## src/rtl/alu_pkg.sv

```systemverilog
// Shared types for the ALU arbiter: operand/result words, opcodes, ALU command,
// requester index and arbiter FSM state.
package alu_pkg;

    localparam int DATA_W      = 16;
    localparam int NUM_REQ_MAX = 8;

    typedef logic [DATA_W-1:0] uint_t;

    typedef struct packed {
        logic  vld;
        uint_t data;
    } uint_vld_t;

    typedef enum logic [2:0] {
        OP_ADD       = 3'd0,
        OP_SUB       = 3'd1,
        OP_AND       = 3'd2,
        OP_OR        = 3'd3,
        OP_XOR       = 3'd4,
        OP_MUL       = 3'd5,
        OP_MUL_ACCUM = 3'd6
    } opcode_t;

    typedef struct packed {
        logic    vld;
        opcode_t op;
    } alu_cmd_t;

    typedef logic [2:0] req_id_t;

    typedef enum logic [1:0] {
        ST_IDLE  = 2'd0,
        ST_ISSUE = 2'd1,
        ST_RESP  = 2'd2
    } alu_arb_state_t;

    // Round-robin successor of a granted index, wrapping at n-1.
    function automatic req_id_t next_ptr(input req_id_t idx, input int n);
        return (int'(idx) == n - 1) ? '0 : idx + 3'd1;
    endfunction

endpackage

```

## src/rtl/alu_arbiter_rr.sv

```systemverilog
// Combinational round-robin grant: first set request at or after ptr, wrapping to 0.
module rr_arbiter
    import alu_pkg::*;
#(
    parameter int NUM_REQ = 4
) (
    input  logic [NUM_REQ-1:0] req,
    input  req_id_t            ptr,
    output logic [NUM_REQ-1:0] grant,
    output req_id_t            grant_idx,
    output logic               grant_any
);

    always_comb begin
        grant     = '0;
        grant_idx = '0;
        grant_any = 1'b0;
        // Upper segment [ptr, NUM_REQ-1] has priority over the wrapped segment.
        for (int j = 0; j < NUM_REQ; j++) begin
            if (!grant_any && req[j] && (j >= int'(ptr))) begin
                grant_any = 1'b1;
                grant[j]  = 1'b1;
                grant_idx = req_id_t'(j);
            end
        end
        for (int j = 0; j < NUM_REQ; j++) begin
            if (!grant_any && req[j] && (j < int'(ptr))) begin
                grant_any = 1'b1;
                grant[j]  = 1'b1;
                grant_idx = req_id_t'(j);
            end
        end
    end

endmodule

```

## src/rtl/alu_arbiter.sv

```systemverilog
// Shares one combinational ALU among NUM_REQ requesters: accept, issue, respond.
// Optional accumulate-lock feature is built when ALU_ARB_LOCK_EN is defined.
module alu_arbiter
    import alu_pkg::*;
#(
    parameter int NUM_REQ = 4
) (
    input  logic                     clk,
    input  logic                     reset,
    input  logic    [NUM_REQ-1:0]    req_vld,
    output logic    [NUM_REQ-1:0]    req_rdy,
    input  opcode_t [NUM_REQ-1:0]    req_op,
    input  uint_t   [NUM_REQ-1:0]    req_a,
    input  uint_t   [NUM_REQ-1:0]    req_b,
    input  logic    [NUM_REQ-1:0]    req_lock,
    output alu_cmd_t                 alu_cmd,
    output uint_vld_t                operand_a,
    output uint_vld_t                operand_b,
    input  uint_vld_t                result,
    output logic                     rsp_vld,
    input  logic                     rsp_rdy,
    output req_id_t                  rsp_id,
    output uint_t                    rsp_data,
    output logic                     rsp_err
);

    alu_arb_state_t     state, next_state;
    req_id_t            rr_ptr;
    opcode_t            op_q;
    uint_t              a_q, b_q, rsp_data_q;
    req_id_t            id_q;
    logic               rsp_err_q;
    logic [NUM_REQ-1:0] eligible, grant;
    req_id_t            grant_idx;
    logic               grant_any;
    logic               accept;

`ifdef ALU_ARB_LOCK_EN
    logic               lock_active;
    req_id_t            lock_owner;
    logic [NUM_REQ-1:0] owner_mask;

    always_comb begin
        for (int i = 0; i < NUM_REQ; i++) begin
            owner_mask[i] = (req_id_t'(i) == lock_owner);
        end
        eligible = lock_active ? (req_vld & owner_mask) : req_vld;
    end

    // The lock follows the req_lock bit of whichever request the owner last had accepted.
    always_ff @(posedge clk) begin
        if (reset) begin
            lock_active <= 1'b0;
            lock_owner  <= '0;
        end else if (accept) begin
            lock_active <= |(grant & req_lock);
            lock_owner  <= grant_idx;
        end
    end
`else
    logic unused_lock;
    assign unused_lock = ^req_lock;
    assign eligible    = req_vld;
`endif

    rr_arbiter #(.NUM_REQ(NUM_REQ)) u_rr (
        .req       (eligible),
        .ptr       (rr_ptr),
        .grant     (grant),
        .grant_idx (grant_idx),
        .grant_any (grant_any)
    );

    assign accept = (state == ST_IDLE) && grant_any;

    always_ff @(posedge clk) begin
        if (reset) state <= ST_IDLE;
        else       state <= next_state;
    end

    always_comb begin
        next_state = state;
        case (state)
            ST_IDLE:  if (grant_any) next_state = ST_ISSUE;
            ST_ISSUE: next_state = ST_RESP;
            ST_RESP:  if (rsp_rdy) next_state = ST_IDLE;
            default:  next_state = ST_IDLE;
        endcase
    end

    always_comb begin
        req_rdy        = (state == ST_IDLE) ? grant : '0;
        alu_cmd.vld    = (state == ST_ISSUE);
        alu_cmd.op     = op_q;
        operand_a.vld  = (state == ST_ISSUE);
        operand_a.data = a_q;
        operand_b.vld  = (state == ST_ISSUE);
        operand_b.data = b_q;
        rsp_vld        = (state == ST_RESP);
        rsp_id         = id_q;
        rsp_data       = rsp_data_q;
        rsp_err        = rsp_err_q;
    end

    always_ff @(posedge clk) begin
        if (reset) begin
            rr_ptr     <= '0;
            op_q       <= OP_ADD;
            a_q        <= '0;
            b_q        <= '0;
            id_q       <= '0;
            rsp_data_q <= '0;
            rsp_err_q  <= 1'b0;
        end else begin
            if (accept) begin
                id_q   <= grant_idx;
                rr_ptr <= next_ptr(grant_idx, NUM_REQ);
                for (int i = 0; i < NUM_REQ; i++) begin
                    if (grant[i]) begin
                        op_q <= req_op[i];
                        a_q  <= req_a[i];
                        b_q  <= req_b[i];
                    end
                end
            end
            if (state == ST_ISSUE) begin
                rsp_data_q <= result.data;
                rsp_err_q  <= !result.vld;
            end
        end
    end

endmodule

```

## config.mk

```make
export PLATFORM = sky130hd
export DESIGN_NAME = alu_arbiter
export DESIGN_NICKNAME = d
export VERILOG_FILES = /design/src/rtl/alu_pkg.sv /design/src/rtl/alu_arbiter_rr.sv /design/src/rtl/alu_arbiter.sv
export SDC_FILE = /design/constraint.sdc
export NUM_CORES = 1
export LEC_CHECK = 0
export CAP_MARGIN = 20
export CORE_ASPECT_RATIO = 0.5
export CORE_UTILIZATION = 39
export CTS_BUF_LIST = sky130_fd_sc_hd__clkbuf_2 sky130_fd_sc_hd__clkbuf_4 sky130_fd_sc_hd__clkbuf_8
export CTS_CLUSTER_SIZE = 25
export DETAILED_ROUTE_END_ITERATION = 10
export GPL_ROUTABILITY_DRIVEN = 1
export GPL_TIMING_DRIVEN = 1
export PLACE_DENSITY = 0.89
export SYNTH_ARGS = -nofsm -noshare
export SYNTH_HDL_FRONTEND = slang
export SYNTH_SLANG_ARGS = --single-unit
```

## constraint.sdc

```tcl
create_clock -name clk -period 3.7 [get_ports clk]
set_input_delay 1.11 -clock clk [delete_from_list [all_inputs] [get_ports clk]]
set_output_delay 1.11 -clock clk [all_outputs]
set_load 0.01 [all_outputs]
```

==> flow_summary.ini <==
[status]
status = finished, final reports clean

[finish]
multi_input_area_um2 = 1881
antenna_cells = 0
synthToLayoutAreaGrowth_pct = 80.40
fill_cells = 638
seqCellArea_um2 = 1161
num-nets-final = 830
final_core_util_pct = 72.71
drive_gt1_share_pct = 7.658

[routing]
top_layer_used = met4
vias = 4059
drc = 0
routed_wl_um = 12780
dr_wl_met3_um = 573
via_per_inst = 5.217
drtAntennaViolNets = 0
drt-initial-drc-count = 334
wl_met1_um = 5365
drt_pass1_iterations = 4
avgRoutedWirePerCell_um = 16.42
met2_length_um = 6578

[sta]
hold_ws_ns = 0.4555
worstMarginPinSlew_ns = 0.8590
slew_headroom_pct = 42.73
timing.final.crit_period_ns = 3.630
rsz0062_at_grt = false
hold_viol = 0
fmax_mhz = 275.5
setup_viol = 0
post-route-period-util_pct = 98.10
setup_ws_ns = 0.07036
final_max_slew_viol_count = 0
fin_skew_ns = 0.009694

[global_route]
grt_first_pass_wirelength_um = 19090
grt_max_degree = 44
grt_pass1_vias = 3838
overflow = 0
antenna_found_initial = 0
grt_usage_pct = 29.25

[critical_path]
path_buf_inv = 2
crit_family = buffers and inverters
critPathMaxStageDelay_ns = 0.30
path_cells = dlygate4sd2_1, or2b_1, a21oi_1, o22ai_1, and3_1, dlygate4sd2_1
crit_required_ns = 2.59
crit_type = primary input to output pin
start_kind = primary input
path_common_cell = dlygate4sd2_1
path_max_fanout = 5
slowest_stage = dlygate4sd2_1
critPathArrivalTime_ns = 2.52
end_kind = output pin

[yosys]
synth_flop_cell = dfxtp_1
synth_compound_area_share_pct = 20.84
synth_top_cell_by_area = dfxtp_1
netlist_top_cells_count = nand2_1 (107), nor2_1 (76), dfxtp_1 (58), nand3_1 (35)
ys_async_sr_fraction_pct = 0
synth_most_common_cell = nand2_1
synth_edf_count = 0
ys_types = 37
ys_warn_count = 0
synth_top_area_share_pct = 36.01
synthXorXnorAreaFrac_pct = 0
synthMuxAreaShare_pct = 0
synth_top_cells_by_area = dfxtp_1 (36%), nand2_1 (12%), o2111a_1 (12%), nor2_1 (8.8%), or3_1 (6.6%)
synth_top_family_by_area = simple AND/OR/NAND/NOR gates
avgSynthCellArea_um2 = 7.262
synthAdderAreaFrac_pct = 0.3880
synthSimpleGateAreaFrac_pct = 35.62
syn_nets = 613
postSynthCellCount = 444
ys_seq_area_share_pct = 36.01
synth-seq-cells = 58
syn_area_um2 = 3224

[pwr]
p_per_area_nw_per_um2 = 408.7
ir_worst_vdd_mv = 0.2607
p_leak_uw = 0.002255

[placement]
dp_slack_ns = -0.2834
globalplace.congestion = 0.8716
place_hpwl_um = 8804
port_buffers = 225

[clock_tree]
cts.root.buffer_cell = clkbuf_8
clock_latency_ns = 0.35
holdBufCountCts = 0
post_cts_buffers = 0
cts.clk_slew.worst_paths_ns = 0.07
cts_max_path_buffers = 2
cts_tree = built
h-tree-depth = 3
cts_buffers = 9
cts_sinks = 58

[worst_hold_path]
min_path_type = register to register

[floorplan]
initial_core_util_pct = 40.30
die_h_um = 66.30
die-area_um2 = 8657
io_pins = 231
fp.dieW_um = 130.6
fp.coreArea_um2 = 8000
rows = 23

[job]
maxCapViolations = 0
[final timing paths]
kind	start	to	slack (ns)	depth (start not counted)
hold reg to reg	rsp_data[8]	rsp_data[8]	0.46	2
setup / recovery	req_vld[2]	req_rdy[0]	0.07	6
setup reg to reg	rr_ptr[1]	rr_ptr[1]	1.59	8
hold / removal	rsp_data[8]	rsp_data[8]	0.46	2
[layout by cell type (no fill, tap or decap), types with 4 or more instances in the layout]
cell type | Yosys | routed
dfxtp_1 | 58 | 58
nand3_1 | 35 | 35
clkbuf_8 | 0 | 10
clkdlybuf4s50_1 | 0 | 218
or3_1 | 34 | 34
dlygate4sd2_1 | 0 | 4
o2111a_1 | 34 | 34
buf_4 | 7 | 21
nand2_1 | 107 | 107
a21oi_1 | 23 | 22
inv_1 | 4 | 4
nor2_1 | 76 | 76
[area by class of cell]
| type | instances | area share (%) |
|---|---|---|
| sequential | 58 | 19.96 |
| clock inverter | 5 | 1.334 |
| timing repair buffer | 246 | 41.08 |
| multi-input combinational | 340 | 32.33 |
| clock buffer | 11 | 2.495 |
| tap | 112 | 2.409 |
| inverter | 6 | 0.3872 |
[power by group]
part / leakage [uW] / switching (uW) / internal [uW]
clock: 0.000113 / 274 / 403
sequential: 0.000480 / 61.2 / 719
combinational: 0.00166 / 432 / 489
total: 0.00225 / 767 / 1610
[state kept, by name (all words and copies together), names as in the netlist]
register / flops
a_q: 16
b_q: 16
rsp_data: 16
op_q: 3
rr_ptr: 2
rsp_id: 2
state: 2
rsp_err: 1
[what timing repair did]
item                       in CTS  in global routing
pin swaps                       1                  0
resized for setup              11                  6
setup endpoints to repair       4                  2
[cells by family after synthesis]
family | Yosys count
buf+inv | 46
compound gates | 74
fa+ha+maj | 1
flops | 58
simple gates | 264
other cells | 1
[metrics by stage]
stage          total power, uW  std cells  setup TNS (ns)  cell area, um2
2_1_floorplan             1216        444               0            3224
4_1_cts                   2390        778               0            5819
5_1_grt                   2502        778               0            5817
3_5_place_dp              1702        762         -0.9425            5585
3_3_place_gp              1683        762         -0.7682            5585
6_report                  2378        778               0            5817
[per-layer routing]
layer	GRT usage [%]	vias to the layer above
li1	-	1963
met1	34.23	1937
met2	52.12	133
met3	6.472	26
met4	11.78	0
met5	0	-
[worst register-to-register path, cell delays in order, from the launching register on]
cell,delay (ns)
dfxtp_1,0.54
o21ai_0,0.19
buf_4,0.19
o211ai_4,0.07
buf_4,0.44
nand2_1,0.12
ha_1,0.29
nand2_1,0.07
a21oi_1,0.06
No activity file was read; power rests on OpenSTA's default activity.
